--- src/rtl/adder_seq_ctrl_pkg.sv ---
`default_nettype none
`timescale 1ns/1ps
// ============================================================================
//  Module      : adder_seq_ctrl_pkg
//  Description : Shared types and helpers for the word-serial wide adder
//                controller (state encoding, index-width helper).
//  Revision    : 1.0 - initial release
// ============================================================================
package adder_seq_ctrl_pkg;

    // Controller states; explicit 2-bit encoding
    typedef enum logic [1:0] {
        ST_IDLE = 2'd0,
        ST_ADD  = 2'd1,
        ST_DONE = 2'd2
    } state_t;

    // Width of the word index counter: clog2(num_words), never below 1 bit
    function automatic int idx_width(input int num_words);
        return (num_words > 1) ? $clog2(num_words) : 1;
    endfunction

endpackage : adder_seq_ctrl_pkg
`default_nettype wire

--- src/rtl/adder_nbit.sv ---
`default_nettype none
`timescale 1ns/1ps
// ============================================================================
//  Module      : adder_nbit
//  Description : Parameterized BIT_WIDTH-bit ripple-carry adder slice.
//                overflow is the carry out of the most-significant bit.
//  Revision    : 1.0 - initial release
// ============================================================================
module adder_nbit #(
    parameter int BIT_WIDTH = 4
) (
    input  logic [BIT_WIDTH-1:0] a,
    input  logic [BIT_WIDTH-1:0] b,
    input  logic                 carry_in,
    output logic [BIT_WIDTH-1:0] sum,
    output logic                 overflow
);

    logic [BIT_WIDTH:0] w_carry;

    assign w_carry[0] = carry_in;

    // One full adder per bit, carry rippling upward
    for (genvar i = 0; i < BIT_WIDTH; i++) begin : g_bit
        assign sum[i]       = a[i] ^ b[i] ^ w_carry[i];
        assign w_carry[i+1] = (a[i] & b[i]) | (w_carry[i] & (a[i] ^ b[i]));
    end

    assign overflow = w_carry[BIT_WIDTH];

endmodule : adder_nbit
`default_nettype wire

--- src/rtl/adder_seq_ctrl.sv ---
`default_nettype none
`timescale 1ns/1ps
// ============================================================================
//  Module      : adder_seq_ctrl
//  Description : Word-serial controller computing a BIT_WIDTH*NUM_WORDS-bit
//                sum with one shared BIT_WIDTH-bit adder slice, LS word first.
//                Operands latched on start; done pulses when result is valid.
//  Revision    : 1.0 - initial release
// ============================================================================
module adder_seq_ctrl
    import adder_seq_ctrl_pkg::*;
#(
    parameter int BIT_WIDTH = 4,
    parameter int NUM_WORDS = 4
) (
    input  logic                           clk,
    input  logic                           n_rst,
    input  logic                           start,
    input  logic [BIT_WIDTH*NUM_WORDS-1:0] a_wide,
    input  logic [BIT_WIDTH*NUM_WORDS-1:0] b_wide,
    input  logic                           carry_in,
    output logic                           busy,
    output logic                           done,
    output logic [BIT_WIDTH*NUM_WORDS-1:0] result,
    output logic                           overflow
);

    localparam int                c_W        = BIT_WIDTH * NUM_WORDS;
    localparam int                c_IDX_W    = idx_width(NUM_WORDS);
    localparam logic [c_IDX_W-1:0] c_LAST_IDX = c_IDX_W'(NUM_WORDS - 1);

    state_t               r_state;
    logic [c_IDX_W-1:0]   r_idx;
    logic                 r_carry;
    logic [c_W-1:0]       r_a;
    logic [c_W-1:0]       r_b;
    logic [c_W-1:0]       r_result;
    logic                 r_overflow;
    logic                 r_busy;
    logic                 r_done;

    logic [BIT_WIDTH-1:0] w_a_word;
    logic [BIT_WIDTH-1:0] w_b_word;
    logic [BIT_WIDTH-1:0] w_sum;
    logic                 w_carry_out;

    // Select the current operand words from the latched operands by index
    always_comb begin
        w_a_word = '0;
        w_b_word = '0;
        for (int w = 0; w < NUM_WORDS; w++) begin
            if (r_idx == c_IDX_W'(w)) begin
                w_a_word = r_a[w*BIT_WIDTH +: BIT_WIDTH];
                w_b_word = r_b[w*BIT_WIDTH +: BIT_WIDTH];
            end
        end
    end

    adder_nbit #(
        .BIT_WIDTH (BIT_WIDTH)
    ) u_adder (
        .a         (w_a_word),
        .b         (w_b_word),
        .carry_in  (r_carry),
        .sum       (w_sum),
        .overflow  (w_carry_out)
    );

    // Controller FSM with index counter, carry, operand and result registers
    always_ff @(posedge clk or negedge n_rst) begin
        if (!n_rst) begin
            r_state    <= ST_IDLE;
            r_idx      <= '0;
            r_carry    <= 1'b0;
            r_a        <= '0;
            r_b        <= '0;
            r_result   <= '0;
            r_overflow <= 1'b0;
            r_busy     <= 1'b0;
            r_done     <= 1'b0;
        end else begin
            case (r_state)
                ST_IDLE: begin
                    if (start) begin
                        r_a        <= a_wide;
                        r_b        <= b_wide;
                        r_carry    <= carry_in;
                        r_result   <= '0;
                        r_overflow <= 1'b0;
                        r_idx      <= '0;
                        r_busy     <= 1'b1;
                        r_state    <= ST_ADD;
                    end
                end
                ST_ADD: begin
                    for (int w = 0; w < NUM_WORDS; w++) begin
                        if (r_idx == c_IDX_W'(w)) begin
                            r_result[w*BIT_WIDTH +: BIT_WIDTH] <= w_sum;
                        end
                    end
                    r_carry <= w_carry_out;
                    if (r_idx == c_LAST_IDX) begin
                        r_overflow <= w_carry_out;
                        r_done     <= 1'b1;
                        r_state    <= ST_DONE;
                    end else begin
                        r_idx <= r_idx + c_IDX_W'(1);
                    end
                end
                ST_DONE: begin
                    r_done  <= 1'b0;
                    r_busy  <= 1'b0;
                    r_state <= ST_IDLE;
                end
                default: begin
                    r_done  <= 1'b0;
                    r_busy  <= 1'b0;
                    r_state <= ST_IDLE;
                end
            endcase
        end
    end

    assign busy     = r_busy;
    assign done     = r_done;
    assign result   = r_result;
    assign overflow = r_overflow;

endmodule : adder_seq_ctrl
`default_nettype wire

--- config.mk ---
export PLATFORM = sky130hd
export DESIGN_NAME = adder_seq_ctrl
export DESIGN_NICKNAME = d
export VERILOG_FILES = /design/src/rtl/adder_seq_ctrl_pkg.sv /design/src/rtl/adder_nbit.sv /design/src/rtl/adder_seq_ctrl.sv
export SDC_FILE = /design/constraint.sdc
export NUM_CORES = 1
export LEC_CHECK = 0
export CELL_PAD_IN_SITES_DETAIL_PLACEMENT = 0
export CELL_PAD_IN_SITES_GLOBAL_PLACEMENT = 1
export CORE_ASPECT_RATIO = 1.2
export CORE_MARGIN = 2
export CORE_UTILIZATION = 41
export CTS_CLUSTER_DIAMETER = 50
export DETAILED_ROUTE_END_ITERATION = 16
export PLACE_DENSITY = 0.82
export SETUP_SLACK_MARGIN = 0.5
export SLEW_MARGIN = 0
export SYNTH_ARGS = -nofsm -noshare
export SYNTH_HDL_FRONTEND = slang
export SYNTH_HIERARCHICAL = 1
export SYNTH_SLANG_ARGS = --single-unit
--- constraint.sdc ---
create_clock -name clk -period 4.01 [get_ports clk]
set_clock_uncertainty 0.2 [all_clocks]
set_input_delay 0.802 -clock clk [delete_from_list [all_inputs] [get_ports clk]]
set_output_delay 0.802 -clock clk [all_outputs]
set_load 0.1 [all_outputs]
==> impl_metrics.yaml <==
yosys:
  async_flop_share_pct: 100
  yosysSeqAreaShare_pct: 50.9
  syn_inst: 232
  yosys.area.top_type: "dfrtp_1"
  yosysTopAreaCellShare_pct: 50.9
  synthesis.nets: 276
  ys_top_cells_by_area: "dfrtp_1 (51%), mux2_4 (16%), nand2_1 (5.5%)"
  synth_enable_flop_cells: 0
  ys_types: 32
  synth_area_mm2: 0.00275
  yosys_warnings: 6
  synth_seq_cells: 56
  synth-main-ff-cell: "dfrtp_1"
  synth.avg_cell_area_um2: 11.9
worst_setup_path:
  path_cells: "inv_4 > ha_4 > buf_4 > nor2_1 > buf_4 > a31oi_2 > fa_2 > inv_1 > fa_2 > inv_1 > fa_2 > inv_2 > fa_1 > inv_1 > nand2b_1 > o211ai_1"
  crit_required_ns: 4.04
  worst-r2r-cell-count: 16
  slowest_stage: "dfrtp_2"
  reg2reg_slack_ns: 0.67
  worst-path-buf-inv: 7
  cp_top_family: "adder cells"
  path_max_fanout: 5
  cp-end-kind: "register"
  startpoint_type: "register"
  rr_endpoint: "result[15]$_DFFE_PN0P_"
  slowest_delay_ns: 0.48
  cp_data_arrival_time_ns: 3.37
  crit_type: "register to register"
  worstReg2RegStart: "r_idx[0]$_DFFE_PN0P_"
global_routing:
  grtUsageTotal_pct: 16.9
  grt_pass1_wl_um: 9570
  antenna_found_initial: 0
  grt_pass1_vias: 1983
  overflow: 0
  grt_max_degree: 45
sta:
  relSlewSlack_pct: 34.7
  post-route-period-util_pct: 83.3
  period_minus_slack_ns: 3.34
  hold_viol: 0
  setup_violations: 0
  tns_ns: 0
  setup_ws_ns: 0.670
  fmax_mhz: 299
  slew_viol_final: 0
  rsz0062_at_grt: "no"
  tightest_slew_ns: 0.979
route:
  routed_wl_um: 5920
  dr.pass1.iters: 4
  ant_nets: 0
  via_count: 1921
  avgRoutedWirePerCell_um: 15.6
  drc: 0
  via_per_inst: 5.06
  drt_iter0_markers: 92
clock_network:
  cts.sink_count: 56
  cts.reportedPaths.clkPinSlew_ns: 0.09
  clk_path_buf_depth: 2
  cts_tree: "done"
  clockRootBuffer: "clkbuf_8"
  worstSkewPairLatency_ns: 0.31
  cts_max_level: 2
  holdBufCountCts: 0
  cts_buffers: 5
placed_design:
  pre_cts_slack_ns: 0.474
  io_buffers: 54
  dp_hpwl_um: 4190
  place_congestion: 0.762
run:
  cap_violations: 0
floorplanning:
  die_width_um: 78.8
  io-pin-count: 55
  core_region_area_mm2: 0.00645
  die_h_um: 93.8
  rows: 32
  start_util_pct: 42.7
  die-area_mm2: 0.00739
run_status:
  status: "complete, no violations"
layout:
  fillers: 566
  drive_above_1_share_pct: 24.4
  nets: 339
  regArea_mm2: 0.00140
  syn_to_final_growth_pct: 29.8
  mostFrequentLayoutCells: "dfrtp_1 (54), clkdlybuf4s50_1 (53), nand2_1 (40), mux2_4 (30), o211ai_1 (16)"
  final_common_cell: "dfrtp_1"
  multi_input_area_mm2: 0.00129
  diodes: 0
min_path:
  min_to: "r_a[3]$_DFFE_PN0P_"
  min_from: "r_a[3]$_DFFE_PN0P_"
  min-delay-path-class: "register to register"
  whs_path_depth: 1
-- what timing repair did --
| action | 4_1_cts | 5_1_grt |
|---|---|---|
| setup buffers | 2 | 2 |
| pin swaps | 0 | 2 |
| gates resized for setup | 3 | 21 |
| endpoints found under the setup margin | 4 | 6 |
-- worst max path at each step --
stage	from	to	slack, ns	depth (start not counted)
floorplan	r_idx[0]$_DFFE_PN0P_	result[11]$_DFFE_PN0P_	0.69	15
global placement	r_idx[0]$_DFFE_PN0P_	result[11]$_DFFE_PN0P_	0.56	15
detailed placement	r_idx[0]$_DFFE_PN0P_	result[11]$_DFFE_PN0P_	0.47	15
CTS	r_idx[0]$_DFFE_PN0P_	result[11]$_DFFE_PN0P_	0.52	15
global route	r_idx[0]$_DFFE_PN0P_	result[15]$_DFFE_PN0P_	0.44	16
finish	r_idx[0]$_DFFE_PN0P_	result[15]$_DFFE_PN0P_	0.67	16
-- worst reg2reg max path: stages, from the launching register on --
cell and delay, ns:
dfrtp_2 0.48, inv_4 0.07, ha_4 0.16, buf_4 0.15, nor2_1 0.12, buf_4 0.16
a31oi_2 0.11, fa_2 0.37, inv_1 0.08, fa_2 0.18, inv_1 0.05, fa_2 0.34
inv_2 0.06, fa_1 0.40, inv_1 0.07, nand2b_1 0.11, o211ai_1 0.18
-- sequential cells by signal, summed over array words and instances (netlist names) --
signal,count
r_carry,1
r_a,16
r_idx,2
done,1
result,16
r_b,16
overflow,1
busy,1
r_state,2
-- final cells by class --
| cell class | instances | area share [%] |
|---|---|---|
| well taps | 85 | 2.98 |
| clock buffers | 6 | 2.03 |
| flip-flops and latches | 56 | 39.3 |
| inverters | 17 | 1.86 |
| repair buffers | 66 | 17.5 |
| clock inverters | 1 | 0.140 |
| multi-input cells | 149 | 36.2 |
-- routing by layer --
layer  track usage, %  routed length [um]  share of wire [%]
met5                0                   0                  0
met4             6.73                 149                2.5
met3             3.75                 292                4.9
met2             28.3                2880                 49
met1             21.3                2600                 44
-- metrics by stage --
step | area [um2] | std cells | util (%) | hold slack, ns
2_1_floorplan | 2750 | 232 | - | 0.274
3_3_place_gp | 3390 | 369 | 52.6 | 0.298
3_5_place_dp | 3390 | 369 | 52.6 | 0.301
4_1_cts | 3490 | 378 | 54.1 | 0.321
5_1_grt | 3570 | 380 | 55.4 | 0.343
6_report | 3570 | 380 | 55.4 | 0.314
-- Yosys cell counts, types with 2 or more instances --
cell type / number
nor2_1: 3
inv_1: 16
buf_2: 2
o211ai_1: 16
nand2b_1: 6
nand2_1: 40
clkbuf_1: 4
a22oi_1: 7
dfrtp_1: 56
o22ai_1: 7
ha_1: 4
mux2_4: 30
mux2_2: 2
nor2b_1: 5
a21oi_1: 11
fa_1: 4
o21ai_0: 2
buf_6: 3
-- logic make-up (layout without fill, tap and decap cells) --
kind of cell	after synthesis	after routing	synth area share [%]
simple gates	60	60	10.4
compound gates	49	49	12.1
mux	32	32	17.2
flops	56	56	50.9
fa+ha+maj	8	8	4.73
buf+inv	27	90	4.73
Power is left out: the tool's default activity adds up to more than one toggle a clock period on the data nets, which glitch-free logic cannot reach.
